`src/rtl/pixel_read_buffer_pkg.sv`:
```
// Shared definitions for the pixel read/write buffers: FSM state encoding and
// default image geometry, so both sides agree on the image layout.
package pixel_read_buffer_pkg;

    typedef enum logic [1:0] {
        IDLE   = 2'd0,
        REQ    = 2'd1,
        UNPACK = 2'd2,
        DONE   = 2'd3
    } state_t;

    localparam int unsigned DEF_IMG_WIDTH  = 80;
    localparam int unsigned DEF_IMG_HEIGHT = 60;

endpackage

```
`src/rtl/pixel_read_buffer_flex_counter.sv`:
```
// Modulo counter with synchronous clear; at_max flags the last count before wrap.
module flex_counter #(
    parameter int unsigned NUM_BITS = 8,
    parameter int unsigned MODULUS  = 256
) (
    input  logic                clk,
    input  logic                n_rst,
    input  logic                clear,
    input  logic                count_enable,
    output logic [NUM_BITS-1:0] count,
    output logic                at_max
);

    localparam logic [NUM_BITS-1:0] LAST = NUM_BITS'(MODULUS - 1);

    assign at_max = (count == LAST);

    always_ff @(posedge clk or negedge n_rst) begin
        if (!n_rst) begin
            count <= '0;
        end else if (clear) begin
            count <= '0;
        end else if (count_enable) begin
            count <= at_max ? '0 : count + NUM_BITS'(1);
        end
    end

endmodule

```
`src/rtl/pixel_read_buffer.sv`:
```
// Fetches packed 4-pixel words from SRAM and streams them out one pixel at a
// time (MSB byte first) with row/column position and an end-of-image pulse.
module pixel_read_buffer
    import pixel_read_buffer_pkg::*;
#(
    parameter int unsigned IMG_WIDTH  = DEF_IMG_WIDTH,
    parameter int unsigned IMG_HEIGHT = DEF_IMG_HEIGHT
) (
    input  logic        clk,
    input  logic        n_rst,
    input  logic        start,
    input  logic [31:0] start_addr,
    output logic        read_en,
    output logic [31:0] read_addr,
    input  logic [31:0] read_data,
    input  logic        read_valid,
    output logic [7:0]  pix_out,
    output logic        pix_valid,
    input  logic        pix_ready,
    output logic [8:0]  row_idx,
    output logic [7:0]  col_idx,
    output logic        busy,
    output logic        img_done
);

    localparam int unsigned WORDS_PER_ROW = IMG_WIDTH / 4;
    localparam int unsigned TOTAL_WORDS   = WORDS_PER_ROW * IMG_HEIGHT;
    localparam logic [15:0] LAST_WORD     = 16'(TOTAL_WORDS);

    state_t      state;
    logic [31:0] base_addr;
    logic [31:0] word_reg;
    logic [1:0]  byte_idx;
    logic [15:0] word_cnt;

    logic accept;
    logic last_accept;
    logic col_clear;
    logic col_at_max;

    // word_cnt has already been bumped for the word being unpacked, so a match
    // on the final byte means the whole image has been delivered.
    always_comb begin
        accept      = 1'b0;
        last_accept = 1'b0;
        col_clear   = 1'b0;
        if (state == UNPACK && pix_ready) begin
            accept      = 1'b1;
            last_accept = (byte_idx == 2'd3) && (word_cnt == LAST_WORD);
        end
        col_clear = ((state == IDLE) && start) || last_accept;
    end

    flex_counter #(
        .NUM_BITS (8),
        .MODULUS  (IMG_WIDTH)
    ) u_col_cnt (
        .clk          (clk),
        .n_rst        (n_rst),
        .clear        (col_clear),
        .count_enable (accept),
        .count        (col_idx),
        .at_max       (col_at_max)
    );

    always_comb begin
        pix_out = '0;
        case (byte_idx)
            2'd0:    pix_out = word_reg[31:24];
            2'd1:    pix_out = word_reg[23:16];
            2'd2:    pix_out = word_reg[15:8];
            default: pix_out = word_reg[7:0];
        endcase
    end

    always_ff @(posedge clk or negedge n_rst) begin
        if (!n_rst) begin
            state     <= IDLE;
            base_addr <= '0;
            word_reg  <= '0;
            byte_idx  <= '0;
            word_cnt  <= '0;
            row_idx   <= '0;
            read_en   <= 1'b0;
            read_addr <= '0;
            pix_valid <= 1'b0;
            busy      <= 1'b0;
            img_done  <= 1'b0;
        end else begin
            case (state)
                IDLE: begin
                    if (start) begin
                        state     <= REQ;
                        base_addr <= start_addr;
                        read_addr <= start_addr;
                        read_en   <= 1'b1;
                        busy      <= 1'b1;
                        word_cnt  <= '0;
                        byte_idx  <= '0;
                        row_idx   <= '0;
                    end
                end
                REQ: begin
                    if (read_valid) begin
                        state     <= UNPACK;
                        word_reg  <= read_data;
                        byte_idx  <= '0;
                        word_cnt  <= word_cnt + 16'd1;
                        read_en   <= 1'b0;
                        pix_valid <= 1'b1;
                    end
                end
                UNPACK: begin
                    if (pix_ready) begin
                        byte_idx <= byte_idx + 2'd1;
                        if (col_at_max) begin
                            row_idx <= row_idx + 9'd1;
                        end
                        if (byte_idx == 2'd3) begin
                            pix_valid <= 1'b0;
                            if (word_cnt == LAST_WORD) begin
                                state    <= DONE;
                                img_done <= 1'b1;
                                row_idx  <= '0;
                            end else begin
                                state     <= REQ;
                                read_en   <= 1'b1;
                                read_addr <= base_addr + {14'd0, word_cnt, 2'b00};
                            end
                        end
                    end
                end
                DONE: begin
                    state    <= IDLE;
                    img_done <= 1'b0;
                    busy     <= 1'b0;
                end
                default: state <= IDLE;
            endcase
        end
    end

endmodule

```
`config.mk`:
```
export PLATFORM = sky130hd
export DESIGN_NAME = pixel_read_buffer
export DESIGN_NICKNAME = d
export VERILOG_FILES = /design/src/rtl/pixel_read_buffer_pkg.sv /design/src/rtl/pixel_read_buffer_flex_counter.sv /design/src/rtl/pixel_read_buffer.sv
export SDC_FILE = /design/constraint.sdc
export NUM_CORES = 1
export LEC_CHECK = 0
export CORE_MARGIN = 1.5
export CORE_UTILIZATION = 54
export DETAILED_ROUTE_END_ITERATION = 8
export GPL_TIMING_DRIVEN = 0
export PLACE_DENSITY = 0.81
export SETUP_SLACK_MARGIN = 0.1
export SLEW_MARGIN = 20
export SYNTH_ARGS = -nofsm -noshare
export SYNTH_HDL_FRONTEND = slang
export SYNTH_SLANG_ARGS = --single-unit
```
`constraint.sdc`:
```
create_clock -name clk -period 2.75 [get_ports clk]
set_input_delay 0.55 -clock clk [delete_from_list [all_inputs] [get_ports clk]]
set_output_delay 0.55 -clock clk [all_outputs]
set_load 0.05 [all_outputs]
```
==> Word-level counts from Yosys, hierarchy flattened <==
Index checks and enable logic that the tools add are counted.
{ "op_classes": {"n_addsub": 5, "n_eq_ne": 14, "muxes": 45, "n_reduce_logical": 24} }
{ "ops": {"columns": ["op", "n"], "rows": [
  ["$mux W32", 4],
  ["$pmux W32 S2", 1],
  ["$mux W9", 5],
  ["$add A32 B18 Y32", 1],
  ["$mux W16", 2],
  ["$pmux W16 S2", 1],
  ["$mux W8", 3],
  ["$pmux W8 S3", 1],
  ["$pmux W9 S2", 1],
  ["$add A16 B1 Y16 const B", 1],
  ["$eq A16 B11 Y1 const B", 1],
  ["$mux W2", 8],
  ["$reduce_and A4 Y1", 4],
  ["$mux W1", 13],
  ["$reduce_bool A2 Y1", 6],
  ["$add A9 B1 Y9 const B", 1],
  ["$add A8 B1 Y8 const B", 1],
  ["$eq A2 B2 Y1 const B", 4],
  ["$eq A8 B7 Y1 const B", 1],
  ["$ne A2 B2 Y1 const B", 4],
  ["$pmux W2 S4", 1],
  ["$pmux W1 S2", 3],
  ["$pmux W2 S3", 1],
  ["$reduce_and A2 Y1", 3],
  ["other kinds (11)", 17]
]} }
{ "totals": {"register_bits": 137, "in_bits": 69, "out_inout_bits": 61, "wordCells": 100} }

==> Depth between registers and ports, before layout <==
Gate-level depths: netlist (run 1).
{ "logic_depth": {"word_depth": 6, "mapped_depth": 10, "mapped_depth_nobuf": 8} }

==> Modules after synthesis <==
A second synthesis (run 1) with hierarchy kept.
{ "unflattened": {"cells_unflattened": 839, "hier_area_um2": 7259.5} }
{ "by_module_without_submodules": {"columns": ["mod", "n_inst", "cells_each", "area_each_um2", "seq_area_each_um2"], "rows": [
  ["pixel_read_buffer", 1, 795, 6827.8, 3228.1],
  ["flex_counter", 1, 44, 431.7, 200.2]
]} }

==> Worst setup path before layout (run 1) <==
OpenSTA, ideal clock, no wires.
{ "synth_timing": {"kind": "flip-flop to output port", "from": "reg byte_idx[0]", "to": "out pix_out[0]", "arrival_time_ns": 1.901, "required_time_ns": 2.200, "setup_slack_ns": 0.299, "stages_incl_launch_ff": 4, "path_buffers": 1, "cell_sequence": "dfrtp_1 -> ha_1 -> buf_1 -> mux2i_1"} }
{ "synth_between": {"elab_chain_len": 2, "word_cells_on_any_way": 4, "cone_classes": "eq/ne: 2; mux: 1; reduce/logical: 1"} }
{ "synth_rtl": {"columns": ["item", "line_no", "source"], "rows": [
  ["from (decl)", "pixel_read_buffer.sv:33", "logic [1:0] byte_idx;"],
  ["from (signal assigned)", "pixel_read_buffer.sv:115", "byte_idx <= byte_idx + 2'd1;"],
  ["$eq A2 B2 Y1 (tied with other cells)", "pixel_read_buffer.sv:68", "case (byte_idx)"],
  ["$pmux W8 S3 (*)", "pixel_read_buffer.sv:68", null],
  ["to (decl)", "pixel_read_buffer.sv:17", "output logic [7:0] pix_out,"]
]} }
Mark *: on every way between the ends. The rest lies on a longest branch, timed or not.

==> Worst setup path after layout (run 1) <==
{ "layout_timing": {"from": "reg word_cnt[0]", "to": "reg read_addr[24]"} }
{ "layout_between": {"elab_chain_len": 5, "word_cells_on_any_way": 8, "cone_classes": "add/sub: 1; eq/ne: 2; mux: 4; reduce/logical: 1"} }
{ "layout_rtl": {"columns": ["item", "line_no", "source"], "rows": [
  ["from (decl)", "pixel_read_buffer.sv:34", "logic [15:0] word_cnt;"],
  ["from (signal assigned)", "pixel_read_buffer.sv:108", "word_cnt <= word_cnt + 16'd1;"],
  ["$add A32 B18 Y32", "pixel_read_buffer.sv:128", "read_addr <= base_addr + {14'd0, word_cnt, 2'b00};"],
  ["$mux W32", "pixel_read_buffer.sv:121", "if (word_cnt == LAST_WORD) begin"],
  ["$mux W32", "pixel_read_buffer.sv:119", "if (byte_idx == 2'd3) begin"],
  ["$mux W32", "pixel_read_buffer.sv:114", "if (pix_ready) begin"],
  ["$pmux W32 S2", "pixel_read_buffer.sv:90", "case (state)"],
  ["to (signal assigned)", "pixel_read_buffer.sv:95", "read_addr <= start_addr;"],
  ["to (signal assigned)", "pixel_read_buffer.sv:128", null],
  ["to (decl)", "pixel_read_buffer.sv:14", "output logic [31:0] read_addr,"]
]} }
Several ways; a longest one is shown, not always the timed one. The select of a mux whose other input is x is not followed.
A chain may end at the register's enable or synchronous reset.

==> results by group, run 1 <==
Status
  – Status: finished clean

CTS
  – Post-CTS Hold Fix Bufs: 0
  – Cts bufs inserted: 17
  – Clock buffer depth: 2
  – Clock slew at reported path FFs: about 0.06 ns
  – Htree depth: 4
  – TritonCTS Sinks: 137
  – Clk root buf: clkbuf_16
  – CTS tree: yes
  – Clock latency on the worst-skew pair: about 0.42 ns

Yosys
  – Post-synthesis mux area share: 2.12%
  – Simple-gate share of the synthesized area: around 24%
  – Compound-Gate Fraction of Synth Area: about 16%
  – Synth warn: 0
  – Mapped Cells: 850
  – Main combinational cell family by area after synthesis: simple AND/OR/NAND/NOR gates
  – Synth top area cells: dfrtp_1, nand2_1, ha_1
  – Most used flip-flop cell after synthesis: dfrtp_1
  – Netlist cell types: 80
  – Synthesized area: roughly 0.0076 mm²
  – Seq/Total Area, Yosys: 45.3%
  – Post-synth top area cell: dfrtp_1
  – Yosys top cell area share: 45.3%
  – Post-Synth Adder-Cell Area: 4.24%
  – Yosys reg bits: between 100 and 150
  – Synth Area per Inst: 8.90 µm²
  – Fraction of registers with async set/reset: 100%
  – EDFF count, synth: 0
  – Synth Area in XOR/XNOR: 3.82%
  – Mapped Nets: approximately 940

Final layout
  – # diodes: 0
  – Nets: approximately 1100
  – Commonest cells after routing, fill and taps aside: nand2_1, dfrtp_1, clkdlybuf4s50_1
  – Most common cell after layout, fill and taps aside: nand2_1
  – Final Util: a little over two thirds
  – FILL cells: about 1100
  – Design area: between 0.009 and 0.01 mm²
  – Share of cells above drive strength 1: roughly a tenth
  – Area Overhead vs Synth: 28.4%

Setup path
  – CP arrival: 2.93 ns
  – CP max stage delay: 0.45 ns
  – Required time of the worst setup path: about 3 ns
  – R2r setup slk: ~0.11 ns
  – Kind of cell adding the most delay to the critical path: compound AO/OA/AOI/OAI gates
  – R2R depth: 8
  – Critical Path End Type: flop
  – Crit-path cells: ha_1 > fa_2 > a211oi_4 > o211ai_4 > a211oi_4 > o31ai_4 > a221oi_1 > o21ai_1
  – Bufs and invs on worst path: 0
  – Most used cell, CP: a211oi_4
  – CP startpoint kind: flop
  – R2R Path Start: word_cnt[0]
  – Slowest CP cell: dfrtp_2
  – Crit path from: word_cnt[0]
  – WS Path Type: flop to flop
  – CP max FO: 6
  – Stages on worst setup path: 8

STA
  – Final-report setup violation count: 0
  – Max-slew violation count: 0
  – Upper clock frequency limit: roughly 0.38 GHz
  – Period utilization: between 90% and 100%
  – RSZ-0062 raised after global routing: true
  – Tmin final: between 2 and 3 ns
  – Worst slew margin: 46.9%
  – Clk_skew: approximately 0.0056 ns
  – Least-Margin Pin Slew: 0.793 ns
  – Hold Slack: around 0.006 ns
  – Hold Fails Final Rpt: 0
  – Fin Setup TNS: 0 ns

Placed design
  – Post-DP Area: about 0.0091 mm²
  – Final Wtd Congestion: about 0.95
  – Hpwl dp: approximately 14000 µm
  – Port Buffer Count: 129

Die
  – Die ar.: roughly 0.015 mm²
  – Die extent in x: between 100 and 150 µm
  – I/O pin total: 130
  – Area of the core: between 0.01 and 0.015 mm²
  – Starting Density: between 50% and 60%
  – Floorplan die height: between 100 and 150 µm
  – # rows: 43

Hold path
  – HP Class: input pin to asynchronous set/reset pin

Power and ir drop
  – Max rail drop VDD: 0.000553 V
  – Leakage power: between 4 and 5 nW
  – Pwr per Cell Area: around 1100 mW/mm²

Route
  – Met3 wire length: about 1300 µm
  – Initial DRC count: just under 700
  – Highest metal used: met4
  – Detail-routed via count per cell: slightly below 6
  – Final WL: 20200 µm
  – M1 WL: 8960 µm
  – DR WL/cell: approximately 17 µm
  – Detail Route Antenna Nets: 0
  – Pre-Repair DR Iteration Count: 6
  – Via count: just under 7000
  – Met2 WL: 9540 µm
  – DRC viols: 0

Global route
  – Antenna violations before repair: 0
  – Number of global-route vias before repair: ~6600
  – Largest net degree at the start of global routing: between 90 and 100
  – GRT Total Usage: between 20% and 30%
  – First-pass GRT wire length: ~33000 µm
  – Global route overflow: 0

Job
  – Max-cap viol count: 0
==> synthesized netlist by cell type, drive strengths merged (5+ instances only) <==
library cell	number
inv	19
nor3	15
nor4	9
nand2	254
a222oi	8
a31oi	10
xnor2	21
dfrtp	137
nand4	15
o211ai	18
buf	23
and4	5
and3	16
ha	24
a211oi	5
nand3	22
o21ai	56
xor2	12
a21oi	42
clkbuf	18
nor2	46
mux2i	16
==> per-layer routing <==
layer	global-route usage [%]	vias to the layer above
met4	8.53	0
met3	6.44	34
met5	0	-
li1	-	3266
met1	40.3	3375
met2	43.3	273
==> path summary, 6_finish.rpt <==
path                                  to
max                        read_addr[24]
min                           row_idx[2]
max reg2reg                read_addr[24]
min reg2reg                 word_reg[22]
max in group asynchronous    word_cnt[0]
min in group clk            word_reg[22]
==> power by group <==
| group | switching (W) | total, W | internal, W |
|---|---|---|---|
| clock network | 0.000871 | 0.00232 | 0.00145 |
| registers | 0.000538 | 0.00330 | 0.00277 |
| logic | 0.00318 | 0.00480 | 0.00162 |
==> per-stage QoR <==
step | worst slack, ns | total power (W) | instances
after CTS | 0.101 | 0.0104 | 1191
after global routing | 0.0142 | 0.0110 | 1192
final | 0.115 | 0.0104 | 1192
after detailed placement | -0.0956 | 0.00810 | 1160
after floorplan | 0.299 | 0.00653 | 850
after global placement | -4.33 | 0.00799 | 1159
==> what timing repair did <==
action | 4_1_cts | 5_1_grt
endpoints found under the setup margin | 9 | 11
resized for setup | 38 | 19
pin swaps | 3 | 4
setup buffers | 0 | 1
==> final cells by class <==
class	instances	area [µm²]	area share, %
multi-input combinational	653	3840	39.6
sequential	137	3430	35.3
timing repair buffer	131	1290	13.3
clock buffer	21	450	4.64
buffer	40	248	2.55
tap	180	225	2.32
clock inverter	11	148	1.52
inverter	19	71.3	0.735
==> worst reg2reg max path, stage by stage, from the launching register on <==
cell      delay (ns)
dfrtp_2         0.45
ha_1            0.25
fa_2            0.40
a211oi_4        0.35
o211ai_4        0.17
a211oi_4        0.35
o31ai_4         0.15
a221oi_1        0.28
o21ai_1         0.11
==> kinds of logic after synthesis <==
kind of cell	count (synthesis)
mux	16
compound gates	175
xor+xnor	33
fa+ha+maj	25
buf+inv	60
simple gates	404
flops	137
No activity file was read; power rests on OpenSTA's default activity.
==> run 2: changes to the inputs <==
--- a/config.mk
+++ b/config.mk
@@ -9,6 +9,7 @@
 export CORE_UTILIZATION = 54
 export DETAILED_ROUTE_END_ITERATION = 8
 export GPL_TIMING_DRIVEN = 0
+export HOLD_SLACK_MARGIN = 0.05
 export PLACE_DENSITY = 0.81
 export SETUP_SLACK_MARGIN = 0.1
 export SLEW_MARGIN = 20
==> run 2 against run 1 <==
Global-route usage is the same. Die area stayed put. First-iteration DRC count fell by 7.9%. Fmax barely moved. Clock skew up 0.00064 ns. Setup slack about the same. Worst hold slack gained 0.47 ns. Utilization rose by 0.073 points. Total power is essentially flat. Critical path depth stayed put. Critical endpoint unchanged.
==> results by group, run 2 (synthesized netlist as in run 1, its figures left out) <==
Hold path
  – HP Class: flop to flop (was input pin to asynchronous set/reset pin)
  – Hold Startpoint: word_reg[17]
  – Worst hold endpoint: word_reg[17]
  – Worst Hold Path Cells: 2

CTS
  – Cts bufs inserted: 17 (unchanged)
  – Clk root buf: clkbuf_16 (unchanged)
  – TritonCTS Sinks: 137 (unchanged)
  – CTS tree: yes (unchanged)
  – Htree depth: 4 (unchanged)
  – Clock latency on the worst-skew pair: 0.42 ns (about the same)
  – Clock buffer depth: 2 (unchanged)
  – Clock slew at reported path FFs: 0.06 ns (about the same)

Final layout
  – FILL cells: 1104 (was 1101)
  – Area Overhead vs Synth: 28.5% (was 28.4%)
  – Register Area: 0.00343 mm² (unchanged)
  – Most common cell after layout, fill and taps aside: nand2_1 (unchanged)
  – # diodes: 0 (unchanged)
  – Design area: 0.00972 mm² (was 0.00971 mm²)
  – Share of cells above drive strength 1: 9.97% (was 9.98%)
  – Nets: 1094 (was 1093)
  – Commonest cells after routing, fill and taps aside: nand2_1, dfrtp_1, clkdlybuf4s50_1 (unchanged)
  – Multi-input gate area: 0.00384 mm² (unchanged)

Global route
  – First-pass GRT wire length: 32600 µm (unchanged)
  – Largest net degree at the start of global routing: 97 (unchanged)
  – Number of global-route vias before repair: 6587 (unchanged)
  – GRT Total Usage: 28.3% (unchanged)
  – Global route overflow: 0 (unchanged)
  – Antenna violations before repair: 0 (unchanged)

Route
  – Detail-routed via count per cell: 5.82 (was 5.83)
  – DR WL/cell: 16.9 µm (about the same)
  – Via count: 6939 (was 6948)
  – Final WL: 20100 µm (was 20200 µm)
  – Pre-Repair DR Iteration Count: 6 (unchanged)
  – DRC viols: 0 (unchanged)
  – Detail Route Antenna Nets: 0 (unchanged)
  – Initial DRC count: 626 (was 680)

Power and ir drop
  – Pwr per Cell Area: 1070 mW/mm² (about the same)
  – Leakage power: 4.38 nW (was 4.37 nW)
  – Internal Power: 0.00583 W (about the same)
  – Switching share of power: 44.1% (about the same)
  – Overall power: 0.0104 W (about the same)
  – Register share of total power: 31.7% (about the same)
  – Max rail drop VDD: 0.000553 V (about the same)
  – Comb pwr share: 46.1% (was 46.0%)
  – Psw: 0.00459 W (about the same)
  – Clock network power share: 22.2% (was 22.3%)

STA
  – Clk_skew: 0.00627 ns (was 0.00563 ns)
  – Final-report setup violation count: 0 (unchanged)
  – Tmin final: 2.64 ns (about the same)
  – Hold Slack: 0.477 ns (was 0.00602 ns)
  – RSZ-0062 raised after global routing: true (unchanged)
  – Max-slew violation count: 0 (unchanged)
  – Period utilization: 95.9% (was 95.8%)
  – Fin Setup TNS: 0 ns (unchanged)
  – Worst slew margin: 44.7% (was 46.9%)
  – Upper clock frequency limit: 0.379 GHz (about the same)
  – Least-Margin Pin Slew: 0.826 ns (was 0.793 ns)
  – Hold Fails Final Rpt: 0 (unchanged)

Setup path
  – CP max FO: 6 (unchanged)
  – R2r endpoint: read_addr[24] (unchanged)
  – R2r setup slk: 0.11 ns (about the same)
  – CP arrival: 2.93 ns (about the same)
  – R2R Path Start: word_cnt[0] (unchanged)
  – Critical Path End Type: flop (unchanged)
  – WS Path Type: flop to flop (unchanged)
  – Required time of the worst setup path: 3.04 ns (about the same)
  – CP startpoint kind: flop (unchanged)
  – R2R depth: 8 (unchanged)

Die
  – I/O pin total: 130 (unchanged)
  – Area of the core: 0.0138 mm² (unchanged)
  – Starting Density: 54.9% (unchanged)
  – Floorplan die height: 121 µm (unchanged)
  – Die ar.: 0.0147 mm² (unchanged)
  – # rows: 43 (unchanged)
  – Die extent in x: 121 µm (unchanged)

Status
  – Status: finished clean (unchanged)

Placed design
  – Port Buffer Count: 129 (unchanged)
  – Final Wtd Congestion: 0.952 (unchanged)
  – Hpwl dp: 14200 µm (unchanged)
  – Post-DP Area: 0.00911 mm² (unchanged)

Job
  – Max-cap viol count: 0 (unchanged)
[run 2: changes by cell type in the layout (fill, tap and decap cells not counted)]
cell,delta
dlygate4sd3_1,+1
[run 2: worst max path at each step]
stage,startpoint,endpoint,slack (ns),cells past startpoint
3_5_place_dp,byte_idx[0],pix_out[0],-0.1,4
5_1_grt,word_cnt[0],read_addr[24],0.01,8
3_3_place_gp,n_rst,read_addr[16],-4.33,1
4_1_cts,byte_idx[0],pix_out[5],0.10,5
6_report,word_cnt[0],read_addr[24],0.11,8
2_1_floorplan,byte_idx[0],pix_out[0],0.30,3
[run 2: final cells by class]
type                            instances  area share, %
Clock inverter                         11           1.52
Tap cell                              180           2.32
Sequential cell                       137           35.3
Buffer                                 40           2.55
Timing Repair Buffer                  132           13.4
Clock buffer                           21           4.63
Multi-Input combinational cell        653           39.5
Inverter                               19          0.734
[run 2: power groups by stage]
stage	registers [W]	clock network (W)	logic, W
finish	0.00330	0.00232	0.00480
global route	0.00339	0.00243	0.00521
CTS	0.00330	0.00233	0.00478
detailed placement	0.00331	0	0.00479
global placement	0.00329	0	0.00470
floorplan	0.00410	0	0.00243
[run 2: stage by stage]
stage          utilization (%)  instances  setup slack (ns)
6_report                  70.6       1193             0.114
5_1_grt                   70.6       1193            0.0142
4_1_cts                   70.5       1192             0.101
3_5_place_dp              66.1       1160           -0.0956
3_3_place_gp              65.9       1159             -4.33
2_1_floorplan                -        850             0.299
[run 2: worst max-delay path: stages, from the launching register on]
cell	delay (ns)
dfrtp_2	0.45
ha_1	0.25
fa_2	0.40
a211oi_4	0.35
o211ai_4	0.17
a211oi_4	0.35
o31ai_4	0.14
a221oi_1	0.28
o21ai_1	0.11
[run 2: what timing repair did]
action,4_1_cts,5_1_grt
buffers inserted,0,1
pin swaps,3,4
hold endpoints to repair,41,0
gates resized for setup,38,19
hold buffers,1,0
endpoints found under the setup margin,9,11
[run 2: per-layer routing]
metal	part of all wire, %	up-vias	track usage (%)	wire, µm
li1	-	3273	-	-
met1	45	3361	40.3	8990
met2	47	263	43.3	9430
met3	6.4	42	6.44	1300
met4	2.1	0	8.53	429
met5	0	-	0	0
